<file path="config.mk">
export PLATFORM = sky130hd
export DESIGN_NAME = muldiv_unit
export DESIGN_NICKNAME = d
export VERILOG_FILES = /design/src/rtl/muldiv_pkg.sv /design/src/rtl/muldiv_negate.sv /design/src/rtl/muldiv_unit.sv
export SDC_FILE = /design/constraint.sdc
export NUM_CORES = 1
export LEC_CHECK = 0
export CAP_MARGIN = 0
export CELL_PAD_IN_SITES_DETAIL_PLACEMENT = 0
export CELL_PAD_IN_SITES_GLOBAL_PLACEMENT = 1
export CORE_MARGIN = 3
export CORE_UTILIZATION = 48
export CTS_CLUSTER_DIAMETER = 60
export DETAILED_ROUTE_END_ITERATION = 10
export PLACE_DENSITY = 0.93
export SLEW_MARGIN = 15
export SYNTH_ARGS = -nofsm -noshare
export SYNTH_HDL_FRONTEND = slang
export SYNTH_SLANG_ARGS = --single-unit
</file>
<file path="constraint.sdc">
create_clock -name Clk -period 6.6 [get_ports Clk]
set_input_delay 1.32 -clock Clk [delete_from_list [all_inputs] [get_ports Clk]]
set_output_delay 1.32 -clock Clk [all_outputs]
set_load 0.01 [all_outputs]
</file>
<file path="src/rtl/muldiv_pkg.sv">
// Shared definitions for the multi-cycle multiply/divide unit.
//   DEFAULT_WIDTH : default operand width
//   OP_*          : Op encodings (MULT, MULTU, DIV, DIVU)
//   state_e       : control FSM states
//   op_is_signed / op_is_div : Op decode helpers
package muldiv_pkg;

  localparam int unsigned DEFAULT_WIDTH = 32;

  localparam logic [1:0] OP_MULT  = 2'b00;
  localparam logic [1:0] OP_MULTU = 2'b01;
  localparam logic [1:0] OP_DIV   = 2'b10;
  localparam logic [1:0] OP_DIVU  = 2'b11;

  typedef enum logic [1:0] {
    IDLE = 2'd0,
    RUN  = 2'd1,
    FIX  = 2'd2
  } state_e;

  function automatic logic op_is_signed(input logic [1:0] op);
    return (op == OP_MULT) || (op == OP_DIV);
  endfunction

  function automatic logic op_is_div(input logic [1:0] op);
    return (op == OP_DIV) || (op == OP_DIVU);
  endfunction

endpackage

</file>
<file path="src/rtl/muldiv_negate.sv">
// Conditional two's-complement negate (purely combinational).
//   neg     : 1 = output -in_val, 0 = pass through
//   in_val  : WIDTH-bit input
//   out_val : WIDTH-bit result
module muldiv_negate #(
  parameter int unsigned WIDTH = 32
) (
  input  logic             neg,
  input  logic [WIDTH-1:0] in_val,
  output logic [WIDTH-1:0] out_val
);

  assign out_val = neg ? (~in_val + WIDTH'(1)) : in_val;

endmodule

</file>
<file path="src/rtl/muldiv_unit.sv">
// Multi-cycle integer multiply/divide unit with architectural HI/LO registers.
// Signed operations run on magnitudes and fix the signs in a final cycle.
//   Clk, Reset_n : clock, asynchronous active-low reset
//   Start, Op    : launch MULT/MULTU/DIV/DIVU (sampled only when idle)
//   A, B         : operands; A is also the MTHI/MTLO data source
//   WrHi, WrLo   : MTHI / MTLO write strobes (idle and Start=0 only)
//   Hi, Lo       : HI/LO registers
//   Busy         : operation in flight (RUN and FIX)
//   Done         : one-cycle pulse when Hi/Lo receive a new result
//   DivByZero    : last divide had B=0; cleared by the next accepted Start
module muldiv_unit
  import muldiv_pkg::*;
#(
  parameter int unsigned WIDTH = DEFAULT_WIDTH
) (
  input  logic             Clk,
  input  logic             Reset_n,
  input  logic             Start,
  input  logic [1:0]       Op,
  input  logic [WIDTH-1:0] A,
  input  logic [WIDTH-1:0] B,
  input  logic             WrHi,
  input  logic             WrLo,
  output logic [WIDTH-1:0] Hi,
  output logic [WIDTH-1:0] Lo,
  output logic             Busy,
  output logic             Done,
  output logic             DivByZero
);

  localparam int unsigned     CntW    = (WIDTH > 1) ? $clog2(WIDTH) : 1;
  localparam logic [CntW-1:0] LastCnt = CntW'(WIDTH - 1);

  state_e state_q, state_d;

  logic [CntW-1:0]  cnt_q;
  logic [WIDTH-1:0] acc_hi_q, acc_lo_q;   // product halves, or remainder / quotient
  logic [WIDTH-1:0] opb_q;                // multiplicand or divisor magnitude
  logic             is_div_q;
  logic             neg_quot_q, neg_rem_q;
  logic             b_zero_q;
  logic [WIDTH-1:0] hi_q, lo_q;
  logic             done_q, dbz_q;

  logic             start_signed;
  logic [WIDTH-1:0] mag_a, mag_b;
  logic [2*WIDTH-1:0] prod_fixed;
  logic [WIDTH-1:0] quot_fixed, rem_fixed;

  logic [WIDTH:0]   mul_sum;
  logic [WIDTH:0]   div_trial, div_diff;
  logic [WIDTH-1:0] acc_hi_d, acc_lo_d;

  assign start_signed = op_is_signed(Op);

  muldiv_negate #(.WIDTH(WIDTH)) u_mag_a (
    .neg     (start_signed & A[WIDTH-1]),
    .in_val  (A),
    .out_val (mag_a)
  );

  muldiv_negate #(.WIDTH(WIDTH)) u_mag_b (
    .neg     (start_signed & B[WIDTH-1]),
    .in_val  (B),
    .out_val (mag_b)
  );

  muldiv_negate #(.WIDTH(2 * WIDTH)) u_fix_prod (
    .neg     (neg_quot_q),
    .in_val  ({acc_hi_q, acc_lo_q}),
    .out_val (prod_fixed)
  );

  muldiv_negate #(.WIDTH(WIDTH)) u_fix_quot (
    .neg     (neg_quot_q),
    .in_val  (acc_lo_q),
    .out_val (quot_fixed)
  );

  muldiv_negate #(.WIDTH(WIDTH)) u_fix_rem (
    .neg     (neg_rem_q),
    .in_val  (acc_hi_q),
    .out_val (rem_fixed)
  );

  // One iteration. Multiply: add multiplicand when the multiplier LSB (acc_lo[0]) is set,
  // then shift the whole accumulator right. Divide: shift the next dividend bit into the
  // partial remainder and keep the difference only when it did not go negative.
  always_comb begin
    mul_sum   = {1'b0, acc_hi_q} + (acc_lo_q[0] ? {1'b0, opb_q} : '0);
    div_trial = {acc_hi_q, acc_lo_q[WIDTH-1]};
    div_diff  = div_trial - {1'b0, opb_q};
    acc_hi_d  = acc_hi_q;
    acc_lo_d  = acc_lo_q;
    if (is_div_q) begin
      // A restored remainder is always below the divisor, so WIDTH bits suffice.
      acc_hi_d = div_diff[WIDTH] ? div_trial[WIDTH-1:0] : div_diff[WIDTH-1:0];
      acc_lo_d = {acc_lo_q[WIDTH-2:0], ~div_diff[WIDTH]};
    end else begin
      acc_hi_d = mul_sum[WIDTH:1];
      acc_lo_d = {mul_sum[0], acc_lo_q[WIDTH-1:1]};
    end
  end

  always_comb begin
    state_d = state_q;
    unique case (state_q)
      IDLE:    if (Start) state_d = RUN;
      RUN:     if (cnt_q == LastCnt) state_d = FIX;
      FIX:     state_d = IDLE;
      default: state_d = IDLE;
    endcase
  end

  always_ff @(posedge Clk or negedge Reset_n) begin
    if (!Reset_n) begin
      state_q <= IDLE;
    end else begin
      state_q <= state_d;
    end
  end

  always_ff @(posedge Clk or negedge Reset_n) begin
    if (!Reset_n) begin
      cnt_q      <= '0;
      acc_hi_q   <= '0;
      acc_lo_q   <= '0;
      opb_q      <= '0;
      is_div_q   <= 1'b0;
      neg_quot_q <= 1'b0;
      neg_rem_q  <= 1'b0;
      b_zero_q   <= 1'b0;
      hi_q       <= '0;
      lo_q       <= '0;
      done_q     <= 1'b0;
      dbz_q      <= 1'b0;
    end else begin
      done_q <= 1'b0;
      unique case (state_q)
        IDLE: begin
          if (Start) begin
            cnt_q      <= '0;
            acc_hi_q   <= '0;
            acc_lo_q   <= mag_a;
            opb_q      <= mag_b;
            is_div_q   <= op_is_div(Op);
            neg_quot_q <= start_signed & (A[WIDTH-1] ^ B[WIDTH-1]);
            neg_rem_q  <= start_signed & A[WIDTH-1];
            b_zero_q   <= (B == '0);
            dbz_q      <= 1'b0;
          end else begin
            if (WrHi) hi_q <= A;
            if (WrLo) lo_q <= A;
          end
        end
        RUN: begin
          cnt_q    <= cnt_q + CntW'(1);
          acc_hi_q <= acc_hi_d;
          acc_lo_q <= acc_lo_d;
        end
        FIX: begin
          done_q <= 1'b1;
          if (is_div_q) begin
            // With B=0 the remainder path already re-forms A, only the quotient is forced.
            hi_q  <= rem_fixed;
            lo_q  <= b_zero_q ? '1 : quot_fixed;
            dbz_q <= b_zero_q;
          end else begin
            {hi_q, lo_q} <= prod_fixed;
          end
        end
        default: ;
      endcase
    end
  end

  assign Busy      = (state_q != IDLE);
  assign Done      = done_q;
  assign DivByZero = dbz_q;
  assign Hi        = hi_q;
  assign Lo        = lo_q;

endmodule

</file>
==> metrics.md <==
| Metric | Value |
|---|---|
| Clock buffer depth | `2` |
| Critical path endpoint category | `flop` |
| CP required | `6920 ps` |
| Seq/Total Area, Yosys | `31.28%` |
| Routability Congestion | `0.9406` |
| Initial antenna violation count | `0` |
| I/O pin cnt | `138` |
| Initial Utilization | `49.28%` |
| CP Max Fanout | `28` |
| Num Clock Sinks | `173` |
| Layout cells sized above 1 | `4.514%` |
| Slew @ Worst Pin | `1160 ps` |
| Worst Path Buf+Inv | `2` |
| Reg2reg start | `acc_lo_q[31]` |
| Pin count of the biggest net entering global routing | `75` |
| Status | `complete, no violations` |
| Remaining Overflow, GRT | `0` |
| Crit path DAT | `5190 ps` |
| Startpoint types | `flop` |
| Synth cell count leaders | `o21ai_0 (222), dfrtp_1 (173), nand2_1 (170), a21oi_1 (97), nor2_1 (94)` |
| ANT cells | `0` |
| Worst Hold Class | `reg2reg` |
| Worst vdd ir | `0.2578 mV` |
| CTS root buffer | `clkbuf_16` |
| IO Port Bufs | `137` |
| Finished Cell Area | `16,050 sq um` |
| Critical path endpoint | `acc_hi_q[26]` |
| Syn_area_per_cell | `8.334 sq um` |
| Levels on crit path | `15` |
| Die footprint | `30,910 sq um` |
| Clk_lat worst skew | `450 ps` |
| Achievable Freq | `0.2049 GHz` |
| Pwr per Cell Area | `554.4 nW/um^2` |
| Post-synth EDFFs | `0` |
| Hold Fails Final Rpt | `0` |
| Comb pwr share | `62.9%` |
| Warnings from Yosys | `0` |
| Final setup TNS | `0 ps` |
| Fraction of registers with async set/reset | `100.0%` |
| Hpwl dp | `29,140 um` |
| DIE HEIGHT | `175.8 um` |
| Synth Flop Type | `dfrtp_1` |
| Final Max Tran Viols | `0` |
| P&R area growth vs syn | `15.96%` |
| Vias in the first global route | `12,360` |
| # DRC | `0` |
| Most frequent cell after synthesis | `o21ai_0` |
| Vias per cell | `6.038` |
| Max-cap violation count | `0` |
| Clock Skews | `18.53 ps` |
| Number of setup violations in the final report | `0` |
| Worst-path clk slew | `80 ps` |
| Clk pwr share | `11.5%` |
| Max stage delay on crit path | `820 ps` |
| Reg power frac | `25.7%` |
| Final Net Count | `1,880` |
| Pint | `4.672 mW` |
| Mapped Cells | `1,661` |
| Syn_nets | `1,804` |
| Net Switching | `4.227 mW` |
| Core box area | `28,090 sq um` |
| Tmin final | `4880 ps` |
| R2R depth | `15` |
| Unique masters post-synth | `72` |
| CP cell instances | `inv_1, ha_1, fa_1, nor2b_1, o31ai_1, a21oi_1, a21oi_1, a211oi_1, o211ai_1, o21ai_0, xor2_4, buf_4, nor2b_1, a311oi_1, a211oi_1` |
| Syn Std Cell Area | `13,840 sq um` |
| Yosys top cell area share | `31.28%` |
| Die X | `175.8 um` |
| Total track usage | `25.55%` |
| CTS Hold Bufs | `0` |
| Post CTS Setup Buffer Count | `0` |
| Routed len/inst | `18.70 um` |
| CP delay by family, top | `compound AO/OA/AOI/OAI gates` |
| TritonCTS clock tree | `done` |
| RSZ-0062 raised after global routing | `no` |
| Dominant cells by area after synthesis | `dfrtp_1 (31%), o21ai_0 (8.0%), ha_1 (6.3%)` |
| Cell area after placement | `15,470 sq um` |
| Relative slew slack | `22.67%` |
| Site Rows | `61` |
| CTS Buf Count | `17` |
| Post-CTS Resized | `0` |
| First-pass DRT Iterations | `5` |
| Routed WL | `39,790 um` |
| Tcrit/Tclk final | `73.93%` |
| Reg2Reg Setup Slack | `1720 ps` |
| First-pass GRT wire length | `64,780 um` |
| Hold_ws | `480.0 ps` |
| RR Endpoint | `acc_hi_q[26]` |
| Largest area contributor in the netlist | `dfrtp_1` |
| Switching Share | `47.50%` |
| CP max-delay cell | `xor2_4` |
| Crit. Startpoint | `acc_lo_q[31]` |
| Total number of vias | `12,850` |
| Hold Crit Start | `Lo[1]` |
| H-tree depth | `4` |
| CP Class | `reg2reg` |
| Initial DRC count | `1,101` |
| Lkg Pwr | `6.583 nW` |
| Yosys reg bits | `173` |
| Detail Route Antenna Nets | `0` |
==> layer usage <==
| layer | global-route usage, % | share of wire, % | vias up |
|---|---|---|---|
| met5 | 0 | 0 | - |
| met4 | 6.071 | 1.7 | 0 |
| met3 | 3.653 | 6.1 | 49 |
| met2 | 43.13 | 47 | 384 |
| met1 | 34.75 | 45 | 6204 |
| li1 | - | - | 6211 |
==> power groups by stage <==
| stage | clock, mW | sequential [mW] | combinational, mW |
|---|---|---|---|
| 2_1_floorplan | 0 | 2.09 | 4.11 |
| 3_3_place_gp | 0 | 2.26 | 5.43 |
| 3_5_place_dp | 0 | 2.28 | 5.52 |
| 4_1_cts | 1.03 | 2.26 | 5.56 |
| 5_1_grt | 1.07 | 2.36 | 6.23 |
| 6_report | 1.02 | 2.28 | 5.60 |
==> state kept, by name (all words and copies together) (netlist names) <==
signal      cells
acc_lo_q       32
acc_hi_q       32
Hi             32
b_zero_q        1
neg_rem_q       1
Done            1
DivByZero       1
cnt_q           5
opb_q          32
Lo             32
neg_quot_q      1
is_div_q        1
state_q         2
==> how the worst min path moves through the flow <==
stage	depth (start not counted)	endpoint	slack, ps
2_1_floorplan	1	cnt_q[3]	450
3_3_place_gp	2	opb_q[3]	460
3_5_place_dp	1	Lo[1]	470
4_1_cts	1	Lo[1]	480
5_1_grt	1	cnt_q[2]	510
6_report	1	Lo[1]	480
==> cell families after synthesis <==
logic type / after synthesis / share of synthesized area (%)
and+or+nand+nor: 432 / 14.80
buffers and inverters: 162 / 4.547
AOI/OAI and AO/OA: 573 / 26.23
xor gates and xnor gates: 164 / 10.38
adders and majority gates: 72 / 6.617
muxes: 85 / 6.156
DFF: 173 / 31.28
==> layout make-up <==
cell class / instances / area (sq um)
tap: 378 / 473.0
sequential: 173 / 4330
clock buffer: 18 / 439.2
clock inverter: 14 / 145.1
inverter: 65 / 244.0
multi-input combinational: 1326 / 8920
timing repair buffer: 154 / 1500
fill: 2660 / 12040
==> metrics by stage <==
stage,worst slack [ps],util (%),power (mW),cells
2_1_floorplan,2923,-,6.202,1661
3_3_place_gp,1963,55.07,7.694,2096
3_5_place_dp,1797,55.07,7.806,2096
4_1_cts,1774,57.15,8.857,2128
5_1_grt,1323,57.15,9.658,2128
6_report,1720,57.15,8.899,2128
==> placed cells by master (no fill, tap or decap), drive strengths merged, types with 17 or more instances in the layout <==
| cell type | instances |
|---|---|
| a21o | 34 |
| a21oi | 97 |
| o31ai | 21 |
| clkbuf | 18 |
| o211ai | 40 |
| xor2 | 89 |
| mux2i | 84 |
| buf | 18 |
| clkdlybuf4s50 | 136 |
| a221oi | 33 |
| inv | 72 |
| a31oi | 19 |
| nor2b | 19 |
| nand3 | 21 |
| nor3 | 17 |
| o21ai | 226 |
| nor2 | 94 |
| nor4 | 20 |
| or3 | 30 |
| nand2 | 170 |
| dfrtp | 173 |
| xnor2 | 75 |
| o41ai | 18 |
| ha | 70 |
Note: power is estimated with default switching activity, not from simulation.
